===== src/rtl/param_register_file.sv =====
// rtl/param_register_file.sv - parametrised 1W/2R register file with bypass, zero reg and clear sweep
module param_register_file #(
    parameter int DATA_WIDTH = 16,
    parameter int ADDR_WIDTH = 6,
    parameter int BYPASS     = 1,
    parameter int ZERO_REG0  = 0
) (
    input  logic                  i_clk,
    input  logic                  i_rst_n,
    input  logic                  i_clear,
    output logic                  o_busy,
    input  logic                  i_write_enable,
    input  logic [ADDR_WIDTH-1:0] i_write_address,
    input  logic [DATA_WIDTH-1:0] i_write_data,
    output logic                  o_write_accepted,
    input  logic [ADDR_WIDTH-1:0] i_address_a,
    output logic [DATA_WIDTH-1:0] o_read_data_a,
    input  logic [ADDR_WIDTH-1:0] i_address_b,
    output logic [DATA_WIDTH-1:0] o_read_data_b
);

    localparam int DEPTH = 1 << ADDR_WIDTH;
    localparam logic [ADDR_WIDTH-1:0] LAST_ADDR = ADDR_WIDTH'(DEPTH - 1);

    typedef enum logic [1:0] {
        S_INIT_SWEEP  = 2'd0,
        S_IDLE        = 2'd1,
        S_CLEAR_SWEEP = 2'd2
    } state_t;

    state_t                  r_state;
    state_t                  w_next_state;
    logic [ADDR_WIDTH-1:0]   r_count;
    logic [ADDR_WIDTH-1:0]   w_next_count;

    // Array has no reset so it can map onto distributed RAM; the sweep zeroes it instead.
    logic [DATA_WIDTH-1:0]   r_mem [DEPTH];

    logic                    w_busy;
    logic                    w_write_accepted;
    logic                    w_write_commit;
    logic                    w_sweeping;

    assign w_sweeping       = (r_state == S_INIT_SWEEP) || (r_state == S_CLEAR_SWEEP);
    assign w_busy           = (r_state != S_IDLE);
    assign w_write_accepted = i_write_enable & ~w_busy;
    // A write to register 0 is still acknowledged when it is hardwired, it just never lands.
    assign w_write_commit   = w_write_accepted &
                              ~((ZERO_REG0 != 0) && (i_write_address == '0));

    assign o_busy           = w_busy;
    assign o_write_accepted = w_write_accepted;

    // State and sweep counter register; reset restarts the power-on sweep from address 0.
    always_ff @(posedge i_clk or negedge i_rst_n) begin
        if (!i_rst_n) begin
            r_state <= S_INIT_SWEEP;
            r_count <= '0;
        end else begin
            r_state <= w_next_state;
            r_count <= w_next_count;
        end
    end

    // Next-state logic: sweeps run DEPTH edges, Clear is only honoured from IDLE.
    always_comb begin
        w_next_state = r_state;
        w_next_count = r_count;
        case (r_state)
            S_INIT_SWEEP, S_CLEAR_SWEEP: begin
                if (r_count == LAST_ADDR) begin
                    w_next_state = S_IDLE;
                    w_next_count = '0;
                end else begin
                    w_next_count = r_count + ADDR_WIDTH'(1);
                end
            end
            S_IDLE: begin
                if (i_clear) begin
                    w_next_state = S_CLEAR_SWEEP;
                    w_next_count = '0;
                end
            end
            default: begin
                w_next_state = S_INIT_SWEEP;
                w_next_count = '0;
            end
        endcase
    end

    // Array write: sweep zeroing has the port while busy, otherwise accepted writes land.
    always_ff @(posedge i_clk) begin
        if (w_sweeping) begin
            r_mem[r_count] <= '0;
        end else if (w_write_commit) begin
            r_mem[i_write_address] <= i_write_data;
        end
    end

    // Read port A: busy masks everything, then hardwired zero, then bypass, then array.
    always_comb begin
        o_read_data_a = r_mem[i_address_a];
        if ((BYPASS != 0) && w_write_accepted && (i_address_a == i_write_address)) begin
            o_read_data_a = i_write_data;
        end
        if ((ZERO_REG0 != 0) && (i_address_a == '0)) begin
            o_read_data_a = '0;
        end
        if (w_busy) begin
            o_read_data_a = '0;
        end
    end

    // Read port B: same priority as port A, resolved independently.
    always_comb begin
        o_read_data_b = r_mem[i_address_b];
        if ((BYPASS != 0) && w_write_accepted && (i_address_b == i_write_address)) begin
            o_read_data_b = i_write_data;
        end
        if ((ZERO_REG0 != 0) && (i_address_b == '0)) begin
            o_read_data_b = '0;
        end
        if (w_busy) begin
            o_read_data_b = '0;
        end
    end

endmodule


===== config.mk =====
export PLATFORM = sky130hd
export DESIGN_NAME = param_register_file
export DESIGN_NICKNAME = d
export VERILOG_FILES = /design/src/rtl/param_register_file.sv
export SDC_FILE = /design/constraint.sdc
export NUM_CORES = 1
export LEC_CHECK = 0
export ABC_AREA = 1
export CAP_MARGIN = 20
export CELL_PAD_IN_SITES_DETAIL_PLACEMENT = 2
export CELL_PAD_IN_SITES_GLOBAL_PLACEMENT = 2
export CORE_MARGIN = 3
export CORE_UTILIZATION = 43
export CTS_CLUSTER_DIAMETER = 40
export CTS_CLUSTER_SIZE = 25
export DETAILED_ROUTE_END_ITERATION = 6
export PLACE_DENSITY_LB_ADDON = 0.1
export SYNTH_ARGS = -nofsm -noshare
export SYNTH_HDL_FRONTEND = slang
export SYNTH_SLANG_ARGS = --single-unit

===== constraint.sdc =====
create_clock -name i_clk -period 7.27 [get_ports i_clk]
set_input_delay 1.454 -clock i_clk [delete_from_list [all_inputs] [get_ports i_clk]]
set_output_delay 1.454 -clock i_clk [all_outputs]
set_load 0.005 [all_outputs]

==> summary.txt <==
status: completed
Final Max Tran Viols: 0
Avg Inst Size Synth: 8.62 um^2
xor/xnor share of the synthesized area: 0.00215
ys async rst share: 0.00775
Fmax: 158 MHz
hold_buf cts: 0
FF-to-FF path depth: 9
Die X: 357 um
unrepaired setup endpoints after global routing: no
Worst setup endpoint: o_read_data_b[11]
vias: 51200
Compound-Gate Fraction of Synth Area: 0.00494
CP Launch Type: primary input
Core Util, Final: 0.508
FF-to-FF Start: r_state[0]
CP Capture Type: output port
synth top area cells: edfxtp_1 58%, nand2_1 18%, nand3_1 17%
crit path kind: in -> out
Slew headroom: 0.248
row count: 128
FF-to-FF setup slack: 2.46 ns
Critical R2R Capture: r_mem[34][12]
Vias per Instance: 6.49
Power Dens Cells: 305 mW/mm^2
top-count cell post-synth: nand2_1
initial antenna violation count: 6
adder-cell share of the synthesized area: 0.000236
TNS Setup: 0 ns
Setup crit start: i_address_b[0]
Synth Cell Area: 0.0530 mm^2
Post-Place Setup Slack: 1.22 ns
final worst path period need: 6.34 ns
CTS sink count: 1032
root buffer cell: clkbuf_16
IR drop worst, VDD: 0.271 mV
post-DP HPWL: 142000 um
WL final: 257000 um
CTS tree: yes
# port buffers: 71
initial core utilization: 0.434
DRT iter0 DRCs: 5834
part of the cycle the worst path needs: 0.873
post-synth top area share: 0.581
clk_lat worst skew: 0.81 ns
mux contribution to synthesized area: 0
clock tree buffer depth: 3
Clock transition at path regs: 0.05 ns
DRT antenna net count: 0
fin nets: 6149
synth unique cells: 36
Hold Crit Class: reg -> reg
Arr. time, crit path: 4.89 ns
post-synthesis sequential area ratio: 0.584
Layout Area Growth over Synthesis: 17.1%
cell taking the most area after synthesis: edfxtp_1
Lkg Pwr: 24.8 nW
Slew @ Worst Pin: 1.13 ns
Post-CTS Setup Inserts: 0
Worst Clk Skew: 0.0235 ns
Worst EP required: 5.82 ns
GRT Residual Overflow: 0
gr usage total: 0.398
final hold violation count: 0
crit-path max FO: 67
largest family of logic cells by synthesized area: simple AND/OR/NAND/NOR gates
hold depth: 1
max-cap violation count: 0
Die ar.: 0.127 mm^2
global placer's final weighted congestion: 0.852
setup violators final: 0
Die Y: 357 um
CTS resizes: 0
Core ar.: 0.122 mm^2
Wirelength per Cell: 32.5 um
predominant post-synthesis flop cell: edfxtp_1
Yosys reg bits: 1032
global-route wire length before repair: 376000 um
DR pass1 iterations: 6
commonest cells in the netlist: 2605 x nand2_1, 1764 x nand3_1, 1024 x edfxtp_1
Synth Instances: 6141
EDFF count, synth: 1024
Ports: 72
share of layout cells above drive strength 1: 0.0938
pin count of the biggest net entering global routing: 162
WHS: 0.494 ns
Simple-Gate Fraction of Synth Area: 0.363
synth warn: 0
syn nets: 6180
Final WS setup: 0.927 ns
vias in the first global route: 56500
number of CTS-inserted buffers: 177
drt drc: 0
H-tree level count: 4
-- layer usage --
metal,track usage,part of all wire
met1,0.482,0.38
met5,0.00906,0.00054
met4,0.238,0.063
met3,0.0849,0.087
met2,0.653,0.47
-- layout make-up --
cell class	count	area (um^2)
diodes	5	12.5
multi-input cells	4544	20000
clock buffers	201	4670
clock inverters	123	1440
well taps	1625	2030
fillers	12700	60000
flip-flops and latches	1032	30900
repair buffers	246	2490
inverters	109	452
-- cells in the final DEF, fill, tap and decap left out, drive strengths merged, types with 16 or more instances in the layout --
cell           instances
nand2               2607
nand3               1768
edfxtp              1024
clkbuf               201
buf                  185
inv                  135
nor2                  87
clkdlybuf4s50         61
clkinv                56
o21ai                 40
bufinv                25
clkinvlp              16
-- metrics by stage --
stage / power (mW) / cells / instance area, um^2
global placement: 9.88 / 7551 / 55800
floorplan: 8.69 / 6141 / 53000
finish: 18.9 / 7885 / 62000
detailed placement: 10.0 / 7554 / 55900
global route: 19.4 / 7880 / 62000
CTS: 18.9 / 7878 / 62000
-- worst max-delay path, cell delays in order --
cell and delay, ns:
buf_8 0.22, inv_8 0.50, buf_4 0.42, nand2_1 0.12, nand3_1 0.10, nand3_1 0.12
nand2_1 0.14, nand2_1 0.08, nand3_1 0.27, nand3_1 0.36, nand3_1 0.24, nand2_1 0.12
inv_1 0.07, clkdlybuf4s50_1 0.50
-- cells by family after synthesis --
family / count (synthesis)
buffers and inverters: 565
adders and majority gates: 1
and+or+nand+nor: 4483
AOI/OAI and AO/OA: 47
xor gates and xnor gates: 13
DFF: 1032
-- registers in the layout, indices dropped and copies added, names as in the netlist --
name,flops
r_mem,1024
r_count,6
r_state,2
-- power by group --
| part | internal (mW) | total [mW] | leakage [nW] | switching, mW |
|---|---|---|---|---|
| Sequential | 7.00 | 7.16 | 9.68 | 0.169 |
| Combinational | 0.662 | 2.95 | 12.1 | 2.29 |
| Clock | 5.53 | 8.81 | 2.96 | 3.28 |
-- worst min path at each step --
stage | startpoint | to | slack [ns]
after CTS | r_count[4] | r_count[4] | 0.50
after global placement | r_count[4] | r_count[4] | 0.48
after global routing | r_count[4] | r_count[4] | 0.50
final | r_count[4] | r_count[4] | 0.49
after detailed placement | r_count[4] | r_count[4] | 0.49
after floorplan | r_count[4] | r_count[4] | 0.46
Note: power is estimated with default switching activity, not from simulation.
